<file path="config.mk">
export PLATFORM = sky130hd
export DESIGN_NAME = ps_readout_ctrl
export DESIGN_NICKNAME = d
export VERILOG_FILES = /design/src/rtl/ps_readout_ctrl.sv
export SDC_FILE = /design/constraint.sdc
export NUM_CORES = 1
export LEC_CHECK = 0
export ABC_AREA = 0
export ABC_CLOCK_PERIOD_IN_PS = 3400
export BUFFER_PORTS_ARGS = -buffer_cell sky130_fd_sc_hd__buf_2
export CELL_PAD_IN_SITES_DETAIL_PLACEMENT = 0
export CELL_PAD_IN_SITES_GLOBAL_PLACEMENT = 1
export CORE_MARGIN = 2
export CORE_UTILIZATION = 41
export DETAILED_ROUTE_END_ITERATION = 10
export HOLD_SLACK_MARGIN = 0.08
export PLACE_DENSITY_LB_ADDON = 0.2
export SLEW_MARGIN = 20
export SYNTH_ARGS = -nofsm -noshare
export SYNTH_HDL_FRONTEND = slang
export SYNTH_SLANG_ARGS = --single-unit
export TNS_END_PERCENT = 100
</file>
<file path="constraint.sdc">
create_clock -name clk_in -period 3.4 [get_ports clk_in]
set_input_delay 0.17 -clock clk_in [delete_from_list [all_inputs] [get_ports clk_in]]
set_output_delay 0.17 -clock clk_in [all_outputs]
set_load 0.005 [all_outputs]
</file>
<file path="src/rtl/ps_readout_ctrl.sv">
// Readout sequencer: fires acquisition triggers, drains the datapath FIFO into a
// valid/ready word stream, and bounds each run by frame count, stop request or timeout.
module ps_readout_ctrl #(
    parameter int FIFO_WIDTH = 36,
    parameter int NDATA      = 10,
    parameter int START_LEN  = 4,
    parameter int GAP_CYC    = 16,
    parameter int TIMEOUT    = 1024
) (
    input  logic                  clk_in,
    input  logic                  rst,
    input  logic                  cmd_start,
    input  logic                  cmd_stop,
    input  logic [15:0]           n_frames,
    input  logic                  mode_cfg,
    output logic                  start_pulse,
    output logic                  mode,
    input  logic                  fifo_empty,
    output logic                  fifo_rd_en,
    input  logic [FIFO_WIDTH-1:0] fifo_q,
    output logic [FIFO_WIDTH-1:0] dout,
    output logic                  dout_valid,
    input  logic                  dout_ready,
    output logic                  busy,
    output logic                  done,
    output logic [15:0]           frame_cnt,
    output logic                  err_timeout
);

    localparam int PH_MAX = (START_LEN > GAP_CYC) ? START_LEN : GAP_CYC;
    localparam int PH_W   = $clog2(PH_MAX + 32'sd1);
    localparam int WC_W   = $clog2(NDATA + 32'sd1);
    localparam int TO_W   = $clog2(TIMEOUT + 32'sd1);

    typedef enum logic [2:0] {
        ST_IDLE    = 3'd0,
        ST_PULSE   = 3'd1,
        ST_COLLECT = 3'd2,
        ST_GAP     = 3'd3,
        ST_FINISH  = 3'd4
    } state_t;

    state_t                  state_r;
    state_t                  next_state_s;
    logic [PH_W-1:0]         phase_cnt_r;
    logic [WC_W-1:0]         word_cnt_r;
    logic [TO_W-1:0]         tmo_cnt_r;
    logic                    rd_pend_r;
    logic                    stop_r;
    logic [15:0]             n_frames_r;
    logic [15:0]             frame_cnt_r;
    logic [15:0]             frame_inc_s;
    logic [FIFO_WIDTH-1:0]   dout_r;
    logic                    dout_valid_r;
    logic                    err_timeout_r;
    logic                    mode_r;
    logic                    start_pulse_r;
    logic                    busy_r;
    logic                    done_r;
    logic                    fifo_rd_en_s;
    logic                    start_pulse_s;
    logic                    busy_s;
    logic                    done_s;
    logic                    last_word_s;
    logic                    timeout_s;
    logic                    run_over_s;

    // The last word of an acquisition is the one landing in dout this cycle.
    assign last_word_s = (state_r == ST_COLLECT) && rd_pend_r &&
                         (word_cnt_r == WC_W'(NDATA - 32'sd1));
    assign timeout_s   = (state_r == ST_COLLECT) && !rd_pend_r &&
                         (tmo_cnt_r == TO_W'(TIMEOUT - 32'sd1));
    assign frame_inc_s = (frame_cnt_r == 16'hFFFF) ? 16'hFFFF : (frame_cnt_r + 16'd1);
    assign run_over_s  = stop_r || cmd_stop ||
                         ((n_frames_r != 16'd0) && (frame_inc_s == n_frames_r));

    // FSM state register
    always_ff @(posedge clk_in or posedge rst) begin
        if (rst) begin
            state_r <= ST_IDLE;
        end else begin
            state_r <= next_state_s;
        end
    end

    // FSM next-state decode
    always_comb begin
        next_state_s = state_r;
        case (state_r)
            ST_IDLE: begin
                if (cmd_start) next_state_s = ST_PULSE;
                else           next_state_s = ST_IDLE;
            end
            ST_PULSE: begin
                if (phase_cnt_r == PH_W'(START_LEN - 32'sd1)) next_state_s = ST_COLLECT;
                else                                          next_state_s = ST_PULSE;
            end
            ST_COLLECT: begin
                if (last_word_s) begin
                    if (run_over_s)                  next_state_s = ST_FINISH;
                    else if (GAP_CYC == 32'sd0)      next_state_s = ST_PULSE;
                    else                             next_state_s = ST_GAP;
                end else if (timeout_s) begin
                    next_state_s = ST_FINISH;
                end else begin
                    next_state_s = ST_COLLECT;
                end
            end
            ST_GAP: begin
                if (phase_cnt_r == PH_W'(GAP_CYC - 32'sd1)) next_state_s = ST_PULSE;
                else                                        next_state_s = ST_GAP;
            end
            ST_FINISH: begin
                if (!dout_valid_r) next_state_s = ST_IDLE;
                else               next_state_s = ST_FINISH;
            end
            default: next_state_s = ST_IDLE;
        endcase
    end

    // FSM outputs; the read strobe stays combinational so it never races fifo_empty
    always_comb begin
        fifo_rd_en_s  = (state_r == ST_COLLECT) && !fifo_empty && !rd_pend_r &&
                        (!dout_valid_r || dout_ready) && !timeout_s;
        start_pulse_s = (next_state_s == ST_PULSE);
        busy_s        = (next_state_s != ST_IDLE);
        done_s        = (state_r == ST_FINISH) && (next_state_s == ST_IDLE);
    end

    // Registered status outputs, aligned with the state they describe
    always_ff @(posedge clk_in or posedge rst) begin
        if (rst) begin
            start_pulse_r <= 1'b0;
            busy_r        <= 1'b0;
            done_r        <= 1'b0;
        end else begin
            start_pulse_r <= start_pulse_s;
            busy_r        <= busy_s;
            done_r        <= done_s;
        end
    end

    // Phase, word and timeout counters
    always_ff @(posedge clk_in or posedge rst) begin
        if (rst) begin
            phase_cnt_r <= '0;
            word_cnt_r  <= '0;
            tmo_cnt_r   <= '0;
        end else begin
            if ((next_state_s != state_r) || ((state_r != ST_PULSE) && (state_r != ST_GAP)))
                phase_cnt_r <= '0;
            else
                phase_cnt_r <= phase_cnt_r + PH_W'(1);
            if (state_r != ST_COLLECT)
                word_cnt_r <= '0;
            else if (rd_pend_r)
                word_cnt_r <= word_cnt_r + WC_W'(1);
            if ((state_r != ST_COLLECT) || rd_pend_r)
                tmo_cnt_r <= '0;
            else
                tmo_cnt_r <= tmo_cnt_r + TO_W'(1);
        end
    end

    // Run context: configuration latched at start, frame count, stop and timeout flags
    always_ff @(posedge clk_in or posedge rst) begin
        if (rst) begin
            n_frames_r    <= 16'd0;
            mode_r        <= 1'b0;
            frame_cnt_r   <= 16'd0;
            err_timeout_r <= 1'b0;
            stop_r        <= 1'b0;
        end else begin
            if ((state_r == ST_IDLE) && cmd_start) begin
                n_frames_r    <= n_frames;
                mode_r        <= mode_cfg;
                frame_cnt_r   <= 16'd0;
                err_timeout_r <= 1'b0;
            end else begin
                if (last_word_s) frame_cnt_r <= frame_inc_s;
                if (timeout_s)   err_timeout_r <= 1'b1;
            end
            if (state_r == ST_IDLE)
                stop_r <= 1'b0;
            else if (cmd_stop)
                stop_r <= 1'b1;
        end
    end

    // Output word register: load on returning read, release on handshake
    always_ff @(posedge clk_in or posedge rst) begin
        if (rst) begin
            rd_pend_r    <= 1'b0;
            dout_r       <= '0;
            dout_valid_r <= 1'b0;
        end else begin
            rd_pend_r <= fifo_rd_en_s;
            if (rd_pend_r) begin
                dout_r       <= fifo_q;
                dout_valid_r <= 1'b1;
            end else if (dout_valid_r && dout_ready) begin
                dout_valid_r <= 1'b0;
            end
        end
    end

    assign start_pulse = start_pulse_r;
    assign busy        = busy_r;
    assign done        = done_r;
    assign fifo_rd_en  = fifo_rd_en_s;
    assign dout        = dout_r;
    assign dout_valid  = dout_valid_r;
    assign mode        = mode_r;
    assign frame_cnt   = frame_cnt_r;
    assign err_timeout = err_timeout_r;

endmodule

</file>
==> flow_summary.json, run 1 <==
{
  "status": "finished, final reports clean",
  "grt_pass1_wl_mm": 20.88,
  "max_freq_ghz": 0.3135,
  "nets": 694,
  "chipWidth_um": 112.4,
  "cts_resized": 0,
  "yosysSeqAreaShare": 0.5146,
  "rr_endpoint": "state_r[0]",
  "synth_top_family_by_area": "simple AND/OR/NAND/NOR gates",
  "die_h_um": 112.4,
  "start_kind": "flip-flop",
  "period_share": 0.9383,
  "clock_latency_ns": 0.35,
  "core_area_um2": 11420,
  "worstMarginPinSlew_ns": 0.9742,
  "critPathLaunch": "frame_cnt[0]",
  "layout_common_cells": "buf_2 (117), dfrtp_1 (99), nand2_1 (69), dlygate4sd3_1 (56), nor2_1 (37)",
  "utilization": 0.5588,
  "hold_path_end": "dout_valid",
  "r2r_setup_slack_ns": 0.21,
  "final_common_cell": "buf_2",
  "synth-seq-cells": 99,
  "dp_worst_setup_slack_ns": 0.2180,
  "fillers": 1057,
  "drv_cap": 0,
  "cts_buffer_depth": 2,
  "synth-edff-count": 0,
  "worstSetupPathType": "reg2reg",
  "synthXorXnorAreaFrac": 0.06289,
  "dp_hpwl_mm": 8.425,
  "cellPowerDensity_nw_per_um2": 676.6,
  "drc_errors": 0,
  "routed_wl_mm": 12.54,
  "regToRegStartpoint": "frame_cnt[0]",
  "cts_inserted_buffers": 9,
  "drv_slew": 0,
  "h-tree-depth": 3,
  "gr-usage-all-layers": 0.2085,
  "crit_fanout": 7,
  "whs_path_depth": 3,
  "synthCells": 464,
  "num_antenna_cells": 0,
  "rows": 39,
  "syn_avg_cell_area_um2": 10.38,
  "antenna_found_initial": 0,
  "cts.clk_slew.worst_paths_ns": 0.07,
  "synth_fa_ha_area_frac": 0.01559,
  "skew_ns": 0.005453,
  "arrival_ns": 3.36,
  "wl_per_cell_um": 16.16,
  "die-area_um2": 12630,
  "finalCriticalPeriod_ns": 3.190,
  "vias_per_cell": 5.232,
  "initial_core_util": 0.4217,
  "rsz0062_at_grt": "false",
  "io_buffers": 117,
  "area_growth_pct": 32.54,
  "clkSinkCount": 99,
  "gp_congestion": 0.9191,
  "syn_area_um2": 4815,
  "root_buffer": "clkbuf_16",
  "grt_pass1_vias": 4235,
  "synthArstFlopShare": 1.000,
  "grt.overflow.total": 0,
  "synth_cell_types": 55,
  "drive_above_1_share": 0.2986,
  "leakagePower_nw": 3.037,
  "drt_iter0_drc": 185,
  "synth-simple-area-share": 0.1863,
  "setup_viol": 0,
  "synth-compound-area-share": 0.09226,
  "cts_tree": "yes",
  "r2r_cells": 8,
  "timing.setup.tns_ns": 0,
  "timing.final.ws_setup_ns": 0.2099,
  "endpoint_kind": "flip-flop",
  "hold-worst-slack_ns": 0.1115,
  "slew-limit-headroom": 0.3489,
  "hp-class": "in2reg",
  "synth_mux_area_frac": 0.08836,
  "num_vias": 4060,
  "synthFlopType": "dfrtp_1",
  "yosys_warnings": 0,
  "final_antenna_net_count": 0,
  "peakVddDrop_mv": 0.4137,
  "hold_viol": 0,
  "io-pin-count": 118,
  "power.total_mw": 4.318,
  "synth.net_count": 529,
  "grt_max_degree": 85,
  "required_ns": 3.57,
  "dr.pass1.iters": 4,
  "min-delay-start": "dout_ready"
}
-- per-layer routing --
metal	global-route usage	vias to the layer above	part of all wire
li1	-	1953	-
met1	0.2888	1974	0.46
met2	0.3169	115	0.46
met3	0.05346	18	0.066
met4	0.08049	0	0.018
met5	0	-	0
-- worst max-delay path by stage --
stage,cells after the start,slack (ns),end
2_1_floorplan,11,0.49,state_r[0]
3_3_place_gp,8,0.35,state_r[0]
3_5_place_dp,8,0.22,state_r[0]
4_1_cts,8,0.19,state_r[0]
5_1_grt,8,0.009,state_r[0]
6_report,8,0.21,state_r[0]
-- worst max-delay path, cell delays in order, from the launching register on --
cell and delay (ns):
dfrtp_1 0.47, ha_1 0.31, and4_2 0.29, nand3_2 0.19
a311o_1 0.40, or3_1 0.36, or4_1 0.51, o31ai_2 0.36
o211ai_1 0.13
-- power breakdown --
group	total, mW	leakage (nW)	switching (mW)	internal [mW]
Sequential	1.93	1.27	0.358	1.57
Clock	1.08	0.150	0.460	0.615
Combinational	1.31	1.62	0.597	0.714
-- final cells by class --
cell class	count	area, um^2	area share
sequential	99	2477	0.3882
multi-input combinational	325	2151	0.3371
timing repair buffer	182	1214	0.1902
clock buffer	11	252.7	0.03961
tap	143	178.9	0.02804
clock inverter	4	57.56	0.009020
inverter	12	50.05	0.007843
-- stage by stage --
stage,instances,instance area [um^2]
2_1_floorplan,464,4815
3_3_place_gp,705,5508
3_5_place_dp,705,5508
4_1_cts,775,6369
5_1_grt,776,6381
6_report,776,6381
-- cell usage after synthesis (all sizes together), types with 2 or more instances --
cell	n	area share
nor2	37	0.029
and4	10	0.019
clkbuf	21	0.019
and2	4	0.0052
nand2	69	0.054
a21oi	20	0.021
nand3b	2	0.0031
o21ai	13	0.014
inv	12	0.0094
mux2	36	0.084
dfrtp	99	0.51
a311oi	8	0.015
buf	7	0.012
or3	3	0.0039
mux2i	2	0.0042
o211ai	2	0.0031
a31oi	2	0.0026
nor4	7	0.0091
nand4	8	0.010
xor2	15	0.027
nor3	7	0.0073
ha	6	0.016
a21o	4	0.0062
nand3	16	0.018
xnor2	17	0.031
a211oi	5	0.0078
or4	2	0.0031
or2	4	0.0052
and3	8	0.010
-- sequential cells by signal, indices dropped and copies added, names as in the netlist --
signal       count
err_timeout      1
word_cnt_r       4
rd_pend_r        1
state_r          3
stop_r           1
phase_cnt_r      5
busy             1
tmo_cnt_r       11
mode             1
dout            36
dout_valid       1
start_pulse      1
frame_cnt       16
n_frames_r      16
done             1
-- repair_timing --
item | CTS | global route
hold buffers | 55 | 1
endpoints found under the hold margin | 55 | 83
buffers inserted | 0 | 0
-- logic make-up after synthesis --
logic type | Yosys count
buffers and inverters | 40
AOI/OAI and AO/OA | 66
muxes | 38
DFF | 99
xor gates and xnor gates | 33
adders and majority gates | 6
and+or+nand+nor | 182
(Power assumes the default switching activity.)
==> inputs of run 2 (changes only) <==
--- a/config.mk
+++ b/config.mk
@@ -6,15 +6,16 @@
 export NUM_CORES = 1
 export LEC_CHECK = 0
 export ABC_AREA = 0
-export ABC_CLOCK_PERIOD_IN_PS = 3400
+export ABC_CLOCK_PERIOD_IN_PS = 4019
 export BUFFER_PORTS_ARGS = -buffer_cell sky130_fd_sc_hd__buf_2
 export CELL_PAD_IN_SITES_DETAIL_PLACEMENT = 0
 export CELL_PAD_IN_SITES_GLOBAL_PLACEMENT = 1
 export CORE_MARGIN = 2
-export CORE_UTILIZATION = 41
+export CORE_UTILIZATION = 44
 export DETAILED_ROUTE_END_ITERATION = 10
 export HOLD_SLACK_MARGIN = 0.08
 export PLACE_DENSITY_LB_ADDON = 0.2
+export RECOVER_POWER = 100
 export SLEW_MARGIN = 20
 export SYNTH_ARGS = -nofsm -noshare
 export SYNTH_HDL_FRONTEND = slang
==> constraint.sdc (replaced) <==
create_clock -name clk_in -period 4.02 [get_ports clk_in]
set_input_delay 0.201 -clock clk_in [delete_from_list [all_inputs] [get_ports clk_in]]
set_output_delay 0.201 -clock clk_in [all_outputs]
set_load 0.005 [all_outputs]
==> run 2 against run 1 <==
Compared with the run above: the run now ends with max-capacitance violations, max-slew violations left; cell area shrank 3.3%; power shrank 22%; sequential share of layout area grew 1.3 points; setup slack gained 0.46 ns; die area shrank 6.6%; register-to-register slack gained 0.46 ns; sequential cell count is the same; via count shrank 2.3%; clock skew grew 0.0014 ns; sequential power shrank 16%; cell count shrank 1.0%; critical endpoint unchanged; largest cell class unchanged.
==> flow_summary.json, run 2 (same netlist as run 1, synthesis figures left out) <==
{
  "cts_buffer_depth": 2,
  "leakagePower_nw": 2.831,
  "io-pin-count": 118,
  "chipWidth_um": 108.6,
  "status": "finished with violations",
  "ctsHoldBuffers": 56,
  "endpoint_kind": "flip-flop",
  "skew_ns": 0.006849,
  "gp_congestion": 0.9035,
  "timing.setup.tns_ns": 0,
  "core_area_um2": 10750,
  "arrival_ns": 3.57,
  "fillers": 970,
  "worstMarginPinSlew_ns": 2.626,
  "finalCriticalPeriod_ns": 3.353,
  "min-delay-start": "dout_ready",
  "whs_path_depth": 3,
  "cts_tree": "yes",
  "gr-usage-all-layers": 0.2236,
  "slew-limit-headroom": -0.7527,
  "cts.clk_slew.worst_paths_ns": 0.10,
  "post_cts_buffers": 0,
  "h-tree-depth": 3,
  "crit_fanout": 8,
  "die-area_um2": 11800,
  "met2_length_mm": 5.689,
  "drt_iter0_drc": 173,
  "rows": 38,
  "clkSinkCount": 99,
  "top_layer_used": "met4",
  "drive_above_1_share": 0.2277,
  "num_vias": 3967,
  "hold_path_end": "dout_valid",
  "cts_inserted_buffers": 9,
  "final_common_cell": "dfrtp_1",
  "violations": "max-capacitance violations, max-slew violations",
  "r2r_cells": 9,
  "timing.final.ws_setup_ns": 0.6670,
  "grt.overflow.total": 0,
  "layout_common_cells": "dfrtp_1 (99), buf_2 (80), nand2_1 (69), dlygate4sd3_1 (56)",
  "root_buffer": "clkbuf_8",
  "rr_endpoint": "state_r[0]",
  "vias_per_cell": 5.165,
  "hold_viol": 0,
  "peakVddDrop_mv": 0.4916,
  "hp-class": "in2reg",
  "r2r_setup_slack_ns": 0.67,
  "drc_errors": 0,
  "cellPowerDensity_nw_per_um2": 547.7,
  "io_buffers": 117,
  "wl_per_cell_um": 15.82,
  "required_ns": 4.24,
  "placed_cells": 696,
  "critPathLaunch": "frame_cnt[0]",
  "routed_wl_mm": 12.15,
  "grt_pass1_wl_mm": 20.24,
  "rsz0062_at_grt": "false",
  "worstSetupPathType": "reg2reg",
  "setup_viol": 0,
  "dr_wl_met3_um": 845,
  "met1_length_mm": 5.421,
  "antenna_found_initial": 0,
  "drv_slew": 72,
  "num_antenna_cells": 0,
  "dp_worst_setup_slack_ns": 0.7442,
  "cts_resized": 0,
  "regToRegStartpoint": "frame_cnt[0]",
  "drv_cap": 1,
  "initial_core_util": 0.4481,
  "start_kind": "flip-flop",
  "die_h_um": 108.6,
  "max_freq_ghz": 0.2982,
  "dp_hpwl_mm": 7.969,
  "clock_latency_ns": 0.39,
  "largest_reg_flops": 36,
  "grt_pass1_vias": 4008,
  "final_antenna_net_count": 0,
  "grt_max_degree": 72,
  "area_growth_pct": 28.12,
  "final_cells": 768,
  "period_share": 0.8341,
  "dr.pass1.iters": 4,
  "nets": 688
}
-- run 2: critical path: stages (launching register included) --
cell and delay (ns):
dfrtp_1 0.49, ha_1 0.31, and3_1 0.34, and3_1 0.32
nor3_1 0.07, a311o_1 0.27, or3_1 0.36, or4_1 0.48
o31ai_1 0.41, o211ai_1 0.13
-- run 2: cell type report --
cell class | instances | area (um^2) | area share
flip-flops and latches | 99 | 2477 | 0.4016
multi-input cells | 325 | 2141 | 0.3471
repair buffers | 176 | 1119 | 0.1813
well taps | 140 | 175.2 | 0.02840
clock buffers | 11 | 151.4 | 0.02454
clock inverters | 5 | 60.06 | 0.009736
inverters | 12 | 45.04 | 0.007302
-- run 2: where the power goes --
| part | internal (mW) | switching [mW] | leakage (nW) |
|---|---|---|---|
| registers | 1.33 | 0.305 | 1.27 |
| clock network | 0.324 | 0.364 | 0.106 |
| logic | 0.561 | 0.495 | 1.46 |
-- run 2: worst max path at each step --
stage | endpoint | slack [ns] | depth (start not counted)
finish | state_r[0] | 0.67 | 9
global route | state_r[0] | 0.47 | 9
CTS | state_r[0] | 0.74 | 9
detailed placement | state_r[0] | 0.74 | 9
global placement | state_r[0] | 0.88 | 9
floorplan | state_r[0] | 1.11 | 11
-- run 2: metal layers --
metal,GRT usage,vias up
li1,-,1933
met1,0.2927,1891
met2,0.3487,127
met3,0.07715,16
met4,0.07234,0
met5,0,-
-- run 2: through the flow --
stage | cell area, um^2 | hold slack [ns] | total power, mW | utilization
6_report | 6168 | 0.1085 | 3.378 | 0.5741
5_1_grt | 6168 | 0.1077 | 3.625 | 0.5741
4_1_cts | 6231 | 0.09307 | 3.428 | 0.5799
3_5_place_dp | 5459 | 0.3805 | 2.692 | 0.5080
3_3_place_gp | 5459 | 0.3781 | 2.667 | 0.5080
2_1_floorplan | 4815 | 0.2994 | 2.259 | -
